===== config.mk =====
export PLATFORM = sky130hd
export DESIGN_NAME = power_load_ctrl
export DESIGN_NICKNAME = d
export VERILOG_FILES = /design/src/rtl/power_load_ctrl.sv
export SDC_FILE = /design/constraint.sdc
export NUM_CORES = 1
export LEC_CHECK = 0
export BUFFER_PORTS_ARGS = -buffer_cell sky130_fd_sc_hd__buf_2
export CORE_ASPECT_RATIO = 0.8
export CORE_MARGIN = 2
export CORE_UTILIZATION = 63
export CTS_CLUSTER_DIAMETER = 120
export DETAILED_ROUTE_END_ITERATION = 8
export GPL_ROUTABILITY_DRIVEN = 0
export PLACE_DENSITY = 0.81
export SETUP_SLACK_MARGIN = 0.1
export SLEW_MARGIN = 20
export SYNTH_ARGS = -nofsm -noshare
export SYNTH_HDL_FRONTEND = slang
export SYNTH_SLANG_ARGS = --single-unit

===== constraint.sdc =====
create_clock -name clk_in -period 6.1 [get_ports clk_in]
set_input_delay 0.305 -clock clk_in [delete_from_list [all_inputs] [get_ports clk_in]]
set_output_delay 0.305 -clock clk_in [all_outputs]
set_load 0.01 [all_outputs]

===== src/rtl/power_load_ctrl.sv =====
// power_load_ctrl: configurable toggle-load generator. It enables a
// thermometer-coded number of LFSR banks in the OFF, STATIC, PWM or RAMP
// pattern, and reports status on four LEDs.
module power_load_ctrl #(
  parameter  int NUM_BANKS = 8,
  parameter  int LFSR_W    = 16,
  parameter  int RAMP_DIV  = 100000,
  parameter  int HB_BIT    = 26,
  localparam int LW        = $clog2(NUM_BANKS + 1)
) (
  input  logic                 clk_in,
  input  logic                 rst,
  input  logic                 cfg_valid,
  output logic                 cfg_ready,
  input  logic [1:0]           cfg_mode,
  input  logic [LW-1:0]        cfg_level,
  input  logic [7:0]           cfg_duty,
  output logic [NUM_BANKS-1:0] bank_en,
  output logic                 load_sig,
  output logic [3:0]           USER_LED
);

  localparam int DW = $clog2(RAMP_DIV);
  localparam int HW = HB_BIT + 1;

  // Maximal-length tap positions (1-based, 0 = unused) for each width.
  function automatic logic [31:0] taps_of(input int w);
    case (w)
      8:       taps_of = {8'd8,  8'd6,  8'd5,  8'd4};
      9:       taps_of = {8'd9,  8'd5,  8'd0,  8'd0};
      10:      taps_of = {8'd10, 8'd7,  8'd0,  8'd0};
      11:      taps_of = {8'd11, 8'd9,  8'd0,  8'd0};
      12:      taps_of = {8'd12, 8'd6,  8'd4,  8'd1};
      13:      taps_of = {8'd13, 8'd4,  8'd3,  8'd1};
      14:      taps_of = {8'd14, 8'd5,  8'd3,  8'd1};
      15:      taps_of = {8'd15, 8'd14, 8'd0,  8'd0};
      17:      taps_of = {8'd17, 8'd14, 8'd0,  8'd0};
      18:      taps_of = {8'd18, 8'd11, 8'd0,  8'd0};
      19:      taps_of = {8'd19, 8'd6,  8'd2,  8'd1};
      20:      taps_of = {8'd20, 8'd17, 8'd0,  8'd0};
      21:      taps_of = {8'd21, 8'd19, 8'd0,  8'd0};
      22:      taps_of = {8'd22, 8'd21, 8'd0,  8'd0};
      23:      taps_of = {8'd23, 8'd18, 8'd0,  8'd0};
      24:      taps_of = {8'd24, 8'd23, 8'd22, 8'd17};
      25:      taps_of = {8'd25, 8'd22, 8'd0,  8'd0};
      26:      taps_of = {8'd26, 8'd6,  8'd2,  8'd1};
      27:      taps_of = {8'd27, 8'd5,  8'd2,  8'd1};
      28:      taps_of = {8'd28, 8'd25, 8'd0,  8'd0};
      29:      taps_of = {8'd29, 8'd27, 8'd0,  8'd0};
      30:      taps_of = {8'd30, 8'd6,  8'd4,  8'd1};
      31:      taps_of = {8'd31, 8'd28, 8'd0,  8'd0};
      32:      taps_of = {8'd32, 8'd22, 8'd2,  8'd1};
      default: taps_of = {8'd16, 8'd15, 8'd13, 8'd4};
    endcase
  endfunction

  function automatic logic [LFSR_W-1:0] tap_mask(input logic [31:0] t);
    tap_mask = '0;
    for (int k = 0; k < 4; k++) begin
      for (int b = 0; b < LFSR_W; b++) begin
        if (t[8*k +: 8] == 8'(b + 1)) tap_mask[b] = 1'b1;
      end
    end
  endfunction

  localparam logic [LFSR_W-1:0] TAPS = tap_mask(taps_of(LFSR_W));

  typedef enum logic [2:0] {
    S_IDLE,
    S_STATIC,
    S_PWM,
    S_RAMP_UP,
    S_HOLD
  } state_t;

  state_t               r_state;
  logic [LW-1:0]        r_count;
  logic [LW-1:0]        r_level;
  logic [7:0]           r_duty;
  logic [7:0]           r_pwm_cnt;
  logic [DW-1:0]        r_div;
  logic                 r_ready;
  logic [NUM_BANKS-1:0] r_bank_en;
  logic                 r_load;
  logic [3:0]           r_led;
  logic [HW-1:0]        r_hb;

  logic                 w_accept;
  logic [LW-1:0]        w_level_sat;
  logic [7:0]           w_pwm_next;
  logic [HW-1:0]        w_hb_next;
  logic [NUM_BANKS-1:0] w_therm;
  logic [NUM_BANKS-1:0] w_msb;
  logic                 w_load_next;

  assign w_accept    = cfg_valid & r_ready;
  assign w_level_sat = (cfg_level > LW'(NUM_BANKS)) ? LW'(NUM_BANKS) : cfg_level;
  assign w_pwm_next  = r_pwm_cnt + 8'd1;
  assign w_hb_next   = r_hb + HW'(1);
  assign w_load_next = ^w_msb;

  // Mode FSM: tracks the active bank count; an accept always preempts.
  always_ff @(posedge clk_in) begin
    if (rst) begin
      r_state   <= S_IDLE;
      r_count   <= '0;
      r_level   <= '0;
      r_duty    <= '0;
      r_pwm_cnt <= '0;
      r_div     <= '0;
      r_ready   <= 1'b0;
    end else begin
      r_ready   <= ~w_accept;
      r_pwm_cnt <= w_pwm_next;
      if (w_accept) begin
        r_level   <= w_level_sat;
        r_duty    <= cfg_duty;
        r_pwm_cnt <= '0;
        r_div     <= '0;
        case (cfg_mode)
          2'd0: begin
            r_state <= S_IDLE;
            r_count <= '0;
          end
          2'd1: begin
            r_state <= S_STATIC;
            r_count <= w_level_sat;
          end
          2'd2: begin
            // pwm_cnt restarts at 0, so the window is on iff duty > 0
            r_state <= S_PWM;
            r_count <= (cfg_duty != 8'd0) ? w_level_sat : '0;
          end
          default: begin
            r_state <= S_RAMP_UP;
            r_count <= '0;
          end
        endcase
      end else begin
        case (r_state)
          S_IDLE:   r_count <= '0;
          S_STATIC: r_count <= r_level;
          S_PWM:    r_count <= (w_pwm_next < r_duty) ? r_level : '0;
          S_RAMP_UP: begin
            if (r_count >= r_level) begin
              r_state <= S_HOLD;
            end else if (r_div == DW'(RAMP_DIV - 1)) begin
              r_div   <= '0;
              r_count <= r_count + LW'(1);
              if ((r_count + LW'(1)) >= r_level) r_state <= S_HOLD;
            end else begin
              r_div <= r_div + DW'(1);
            end
          end
          S_HOLD:   r_count <= r_count;
          default:  r_state <= S_IDLE;
        endcase
      end
    end
  end

  // Registered outputs: thermometer enables, load signal, heartbeat and LEDs.
  always_ff @(posedge clk_in) begin
    if (rst) begin
      r_bank_en <= '0;
      r_load    <= 1'b0;
      r_led     <= '0;
      r_hb      <= '0;
    end else begin
      r_hb      <= w_hb_next;
      r_bank_en <= w_therm;
      r_load    <= w_load_next;
      r_led     <= {w_load_next, (r_state == S_RAMP_UP), |w_therm, w_hb_next[HB_BIT]};
    end
  end

  genvar gi;
  generate
    for (gi = 0; gi < NUM_BANKS; gi++) begin : g_bank
      localparam logic [LFSR_W-1:0] SEED = {1'b1, {(LFSR_W-1){1'b0}}} | LFSR_W'(gi + 1);
      logic [LFSR_W-1:0] r_lfsr;

      assign w_therm[gi] = (r_count > LW'(gi));
      assign w_msb[gi]   = r_lfsr[LFSR_W-1];

      // Bank LFSR toggles only while its enable is set.
      always_ff @(posedge clk_in) begin
        if (rst) begin
          r_lfsr <= SEED;
        end else if (r_bank_en[gi]) begin
          r_lfsr <= {r_lfsr[LFSR_W-2:0], ^(r_lfsr & TAPS)};
        end
      end
    end
  endgenerate

  assign cfg_ready = r_ready;
  assign bank_en   = r_bank_en;
  assign load_sig  = r_load;
  assign USER_LED  = r_led;

endmodule


==> flow_summary.ini, run 1 <==
[timing]
slew_violations = 0
worstMarginPinSlew_ns = 0.9527
min_period_ns = 2.852
fmax_ghz = 0.3506
rsz0062_at_grt = false
slew-limit-headroom = 0.3640
hold_viol = 0
finalSetupTns_ns = 0
fin_crit_sh = 0.4676
holdWs_ns = 0.06951
skew_ns = 0.006939
setup_viol = 0

[synthesis]
ys_dominant_reg_cell = dfxtp_1
async_flop_share = 0
syn_inst = 922
ys_seq_elements = 211
synth_edf_count = 0
syn_area_um2 = 8828
synth_fp_nets = 965
yosys-top-cells-area = dfxtp_1 48%, mux2i_1 12%, nor2_1 6.7%
yosysTopAreaCellShare = 0.4785
synth_cell_types = 56
synth-seq-area-share = 0.4785
avgSynthCellArea_um2 = 9.575
yosys.area.top_type = dfxtp_1
yosysWarnings = 0

[final_layout]
register_area_um2 = 4224
drive_gt1_frac = 0.08289
areaGrowthSynthToFinish_pct = 10.40
diodes = 0
multi_input_area_um2 = 4309
fillerInstances = 1018
final_common_cell = dfxtp_1
final_cell_mix = 211 x dfxtp_1, 158 x nor2_1, 104 x mux2i_1
nets = 971

[route]
wl_per_cell_um = 13.39
drt_iter0_markers = 312
drc = 0
ant_nets = 0
dr_total_vias = 6153
drt_wl_total_mm = 15.01
drtPass1Iterations = 4
via_per_inst = 5.489

[global_routing]
busiest_layer = met2
grt_pass1_vias = 5905
grtUsageMet1 = 0.2881
grt_util_met3 = 0.03366
antenna_found_initial = 0
grt_use_total = 0.2087
grt.overflow.total = 0
use_met2 = 0.3428
grt_pass1_wl_mm = 26.19
grt_max_degree = 101

[cts]
clock_path_buffers = 3
cts_made_buffers = 20
numClockSinks = 211
clk_pin_slew_ns = 0.06
cts_resized = 0
cts_tree = done
cts_setup_buffers = 0
cts_root_buf = clkbuf_16
clk_latency_ns = 0.48
cts_hold_buf = 0
htree_levels = 1

[placement]
port_buffers = 30
dp_hpwl_mm = 9.479

[status]
status = completed

[floorplanning]
core_region_area_um2 = 13650
die_area_um2 = 14980
rows = 38
ios = 31
die_w_um = 136.4
die_y_um = 109.9
initial_core_util = 0.6470

[worst_setup_path]
end_kind = flip-flop
worstSetupStartpointType = flip-flop
path_class = reg2reg
worstPathRequired_ns = 6.51
worstPathMaxFanout = 12
arrival_ns = 3.26

[pwr]
vdd_drop_max_mv = 0.2397
leakage_nw = 3.445
p_per_area_nw_per_um2 = 296.7

[job]
cap_violations = 0

[hold_path]
min_path_type = in2reg
## metrics by stage
step	total power, W	cells	worst slack, ns	instance area, um2	utilization
3_5_place_dp	0.001577	1086	3.267	9020	0.6610
5_1_grt	0.002985	1121	3.075	9747	0.7143
2_1_floorplan	0.001546	922	3.702	8828	-
4_1_cts	0.002919	1121	3.248	9747	0.7143
3_3_place_gp	0.001575	1086	3.364	9020	0.6610
6_report	0.002892	1121	3.248	9747	0.7143
## power breakdown
group | internal, W | switching (W) | total [W]
sequential | 0.00140 | 0.0000261 | 0.00142
combinational | 0.0000538 | 0.0000707 | 0.000124
clock | 0.000845 | 0.000500 | 0.00134
## flip-flops by register name (all words and copies together) (netlist names)
register       cells
g_bank.r_lfsr    128
r_hb              26
r_div             17
bank_en            8
r_duty             8
r_pwm_cnt          8
r_count            4
r_level            4
USER_LED           3
r_state            3
cfg_ready          1
load_sig           1
## metal layers
layer,up-vias,wire (um),share of wire
met3,27,477,0.032
met1,2860,7517,0.50
li1,3189,-,-
met5,-,0,0
met2,77,6718,0.45
met4,0,301,0.020
## critical path, cell delays in order (launching register included)
cell,delay (ns)
dfxtp_1,0.45
inv_1,0.16
ha_1,0.33
nand2b_4,0.15
a2111oi_4,0.61
o2111ai_2,0.36
or4_1,0.56
a21oi_1,0.14
## Yosys cell counts, types with 2 or more instances
cell and n:
dfxtp_1 211, nor2_1 158, mux2i_1 104, xnor2_1 50
nand2_1 47, a21oi_1 41, clkbuf_1 38, ha_1 26
inv_1 26, nor2b_1 21, a211o_1 18, nand3_1 18
o21ai_0 15, xor2_1 14, or3_1 13, a211oi_1 10
nand4_1 9, and2_1 8, nor3_1 8, nor4_1 8
and3_1 7, o2111ai_1 6, or2_2 5, a32oi_1 4
and4_1 4, buf_1 4, o211ai_1 4, o21a_1 4
or4_1 4, a221oi_1 3, nor3b_1 3, a22o_1 2
and3b_1 2, buf_2 2, buf_4 2, o31ai_1 2
or4bb_1 2
## final cells by class
type / count / share of cell area
Clock inverter: 7 / 0.01386
Clock buffer: 28 / 0.06072
Timing Repair Buffer: 31 / 0.01643
Multi-Input combinational cell: 637 / 0.4421
Inverter: 27 / 0.01040
Tap cell: 180 / 0.02311
Sequential cell: 211 / 0.4334
## final timing paths
path	startpoint	endpoint	slack (ns)	cells after the start
worst max-delay path	r_count[0]	r_div[16]	3.25	7
worst min-delay path	cfg_duty[5]	r_duty[5]	0.07	3
worst max register to register	r_count[0]	r_div[16]	3.25	7
worst min register to register	r_hb[0]	r_hb[0]	0.44	1
## kinds of logic after synthesis
family	synth area share
adder cells (fa/ha/maj)	0.03685
buffers and inverters	0.03345
AND/OR/NAND/NOR	0.1756
flip-flops	0.4785
XOR/XNOR	0.06349
multiplexers	0.1179
AO/OA/AOI/OAI	0.09425
No activity file was read; power rests on OpenSTA's default activity.
==> inputs of run 2 (changes only) <==
--- a/config.mk
+++ b/config.mk
@@ -5,14 +5,15 @@
 export SDC_FILE = /design/constraint.sdc
 export NUM_CORES = 1
 export LEC_CHECK = 0
+export ABC_AREA = 1
 export BUFFER_PORTS_ARGS = -buffer_cell sky130_fd_sc_hd__buf_2
 export CORE_ASPECT_RATIO = 0.8
 export CORE_MARGIN = 2
-export CORE_UTILIZATION = 63
+export CORE_UTILIZATION = 62
 export CTS_CLUSTER_DIAMETER = 120
 export DETAILED_ROUTE_END_ITERATION = 8
 export GPL_ROUTABILITY_DRIVEN = 0
-export PLACE_DENSITY = 0.81
+export PLACE_DENSITY = 0.8
 export SETUP_SLACK_MARGIN = 0.1
 export SLEW_MARGIN = 20
 export SYNTH_ARGS = -nofsm -noshare
==> constraint.sdc (replaced) <==
create_clock -name clk_in -period 2.74 [get_ports clk_in]
set_input_delay 0.137 -clock clk_in [delete_from_list [all_inputs] [get_ports clk_in]]
set_output_delay 0.137 -clock clk_in [all_outputs]
set_load 0.01 [all_outputs]
==> run 2 against run 1 <==
The flow now finishes with violations (negative hold slack); combinational power rose by 140%; flip-flop and latch count did not move; clock skew rose by 0.0066 ns; non-clock buffer count rose by 17; hold slack got worse by 0.082 ns; power rose by 110%; largest power group unchanged; highest routed layer unchanged.
==> flow_summary.ini, run 2 <==
[status]
status = complete, but fails checks
violations = negative hold slack

[timing]
skew_ns = 0.01353
rsz0062_at_grt = false
finalSetupTns_ns = 0
setup_viol = 0
slew-limit-headroom = 0.6280
hold_viol = 1
slew_violations = 0
worstMarginPinSlew_ns = 0.5580
fmax_ghz = 0.4219
holdWs_ns = -0.01298
fin_crit_sh = 0.8651
min_period_ns = 2.370

[synthesis]
yosysTopAreaCellShare = 0.4660
synth_fp_nets = 1249
synth_cell_types = 45
synth.most_common_cell = nor2_1
synth-seq-area-share = 0.4660
async_flop_share = 0
yosys.area.top_type = dfxtp_1
syn_area_um2 = 9064
ys_dominant_reg_cell = dfxtp_1
yosys-top-cells-count = 285 x nor2_1, 211 x dfxtp_1, 165 x nand2_1
avgSynthCellArea_um2 = 7.515
synth_edf_count = 0
yosysWarnings = 0
yosys-top-cells-area = dfxtp_1 47%, nor2_1 12%, o21ai_0 7.0%
syn_inst = 1206
ys_seq_elements = 211

[global_routing]
grt_pass1_vias = 6818
grt_pass1_wl_mm = 30.77
grt_use_total = 0.2274
grt_util_met3 = 0.03925
use_met2 = 0.3688
grtUsageMet1 = 0.3223
antenna_found_initial = 0
busiest_layer = met2
grt_max_degree = 150
grt.overflow.total = 0

[floorplanning]
die_area_um2 = 15610
rows = 39
ios = 31
die_w_um = 139.2
core_region_area_um2 = 14300
die_y_um = 112.1
initial_core_util = 0.6339

[final_layout]
reg.largest.list = g_bank.r_lfsr x128, r_hb x26, r_div x17
final_common_cell = nor2_1
largest-register = g_bank.r_lfsr
drive_gt1_frac = 0.08535
fillerInstances = 1154
nets = 1273
diodes = 0
final_cell_mix = 285 x nor2_1, 211 x dfxtp_1, 165 x nand2_1
utilization = 0.7039
areaGrowthSynthToFinish_pct = 11.03
largest_reg_flops = 128
fin_cells = 1426
stdcell_area_um2 = 10060

[route]
via_per_inst = 5.292
dr_total_vias = 7547
drt_iter0_markers = 597
drc = 0
drtPass1Iterations = 6
drt_wl_total_mm = 17.92
ant_nets = 0
wl_per_cell_um = 12.57

[worst_setup_path]
worstPathMaxFanout = 4
worstSetupStartpointType = flip-flop
critPathSlowestCell = dfxtp_1
cp_common_cell = nand2_1
worstPathRequired_ns = 3.17
end_kind = flip-flop
arrival_ns = 2.80
slowest_delay_ns = 0.37
crit_chain = nand3_1 > nand3b_1 > and3b_1 > xor2_1 > inv_1 > ha_1 > a21oi_1 > nand2_1 > nor2_1 > nand2_1 > nand2_1 > nand2_1 > nand2_1 > nand2_1 > a21oi_2
path_class = reg2reg

[pwr]
clkPwrFrac = 0.434
p_sw_frac = 0.2207
vdd_drop_max_mv = 0.5793
p_sw_w = 0.001355
p_int_w = 0.004785
seqPwrFrac = 0.517
leakage_nw = 4.555
total_power_w = 0.006139
p_per_area_nw_per_um2 = 610.1
combPwrFrac = 0.048

[cts]
clk_latency_ns = 0.50
clk_pin_slew_ns = 0.06
cts_root_buf = clkbuf_16
cts_resized = 0
cts_tree = done
clock_path_buffers = 3
cts_made_buffers = 20
htree_levels = 1
numClockSinks = 211

[placement]
place_area_um2 = 9318
dp_hpwl_mm = 11.54
placedCellCount = 1381
port_buffers = 30

[hold_path]
min_path_type = in2reg

[job]
cap_violations = 0
## run 2: changes by cell type after synthesis, moves of 14 or more
| cell | previous run | this run |
|---|---|---|
| xnor2_1 | 50 | 23 |
| mux2i_1 | 104 | 0 |
| a21oi_1 | 41 | 57 |
| nand4_1 | 9 | 23 |
| nand2_1 | 47 | 165 |
| inv_1 | 26 | 88 |
| o21ai_0 | 15 | 127 |
| nor2b_1 | 21 | 0 |
| nor2_1 | 158 | 285 |
| nand3_1 | 18 | 49 |
| a211o_1 | 18 | 0 |
## run 2: cell families (layout without fill, tap and decap cells)
logic type	after synthesis	after routing	share of synthesized area
AOI/OAI and AO/OA	209	209	0.1216
xor gates and xnor gates	41	41	0.03962
adders and majority gates	27	27	0.03700
buffers and inverters	145	181	0.06226
DFF	211	211	0.4660
and+or+nand+nor	573	573	0.2735
## run 2: path summary, 6_finish.rpt
kind	endpoint	depth (start not counted)	from	slack, ns
hold / removal	r_duty[1]	3	cfg_duty[1]	-0.01
setup reg to reg	r_count[0]	15	r_pwm_cnt[0]	0.37
hold reg to reg	r_pwm_cnt[0]	1	r_pwm_cnt[0]	0.46
setup / recovery	r_count[0]	15	r_pwm_cnt[0]	0.37
## run 2: layer usage
| metal | vias up | part of all wire |
|---|---|---|
| met2 | 179 | 0.44 |
| li1 | 3940 | - |
| met1 | 3402 | 0.50 |
| met3 | 26 | 0.050 |
| met5 | - | 0 |
| met4 | 0 | 0.015 |
## run 2: power by group through the flow
| stage | clock (W) | combinational [W] | sequential, W |
|---|---|---|---|
| 4_1_cts | 0.00271 | 0.000298 | 0.00318 |
| 2_1_floorplan | 0 | 0.000212 | 0.00323 |
| 3_5_place_dp | 0 | 0.000282 | 0.00324 |
| 6_report | 0.00267 | 0.000297 | 0.00318 |
| 3_3_place_gp | 0 | 0.000274 | 0.00324 |
| 5_1_grt | 0.00283 | 0.000340 | 0.00318 |
## run 2: layout make-up
class	instances	area, um2	area share
Timing Repair Buffer	48	325.3	0.03233
Clock buffer	33	619.3	0.06154
Multi-Input combinational cell	850	4275	0.4248
Inverter	99	372.9	0.03705
Clock inverter	1	16.27	0.001616
Sequential cell	211	4224	0.4197
Tap cell	184	230.2	0.02288
## run 2: repair_timing
item,4_1_cts,5_1_grt
hold buffers,11,0
setup endpoints to repair,0,0
setup buffers,0,0
endpoints found under the hold margin,11,0
## run 2: metrics by stage
stage               hold slack [ns]  setup slack, ns
floorplan                    0.3037           0.6543
global placement             0.4105           0.5250
detailed placement           0.4218           0.3964
CTS                         0.02254           0.3725
global route                0.01635           0.1179
finish                     -0.01298           0.3697
## run 2: critical path: cells and delay by family (launching register included)
| kind | cells | cell delay, ns |
|---|---|---|
| simple gates | 10 | 1.11 |
| flops | 1 | 0.37 |
| fa+ha+maj | 1 | 0.29 |
| compound gates | 2 | 0.28 |
| xor+xnor | 1 | 0.19 |
| buf+inv | 1 | 0.07 |
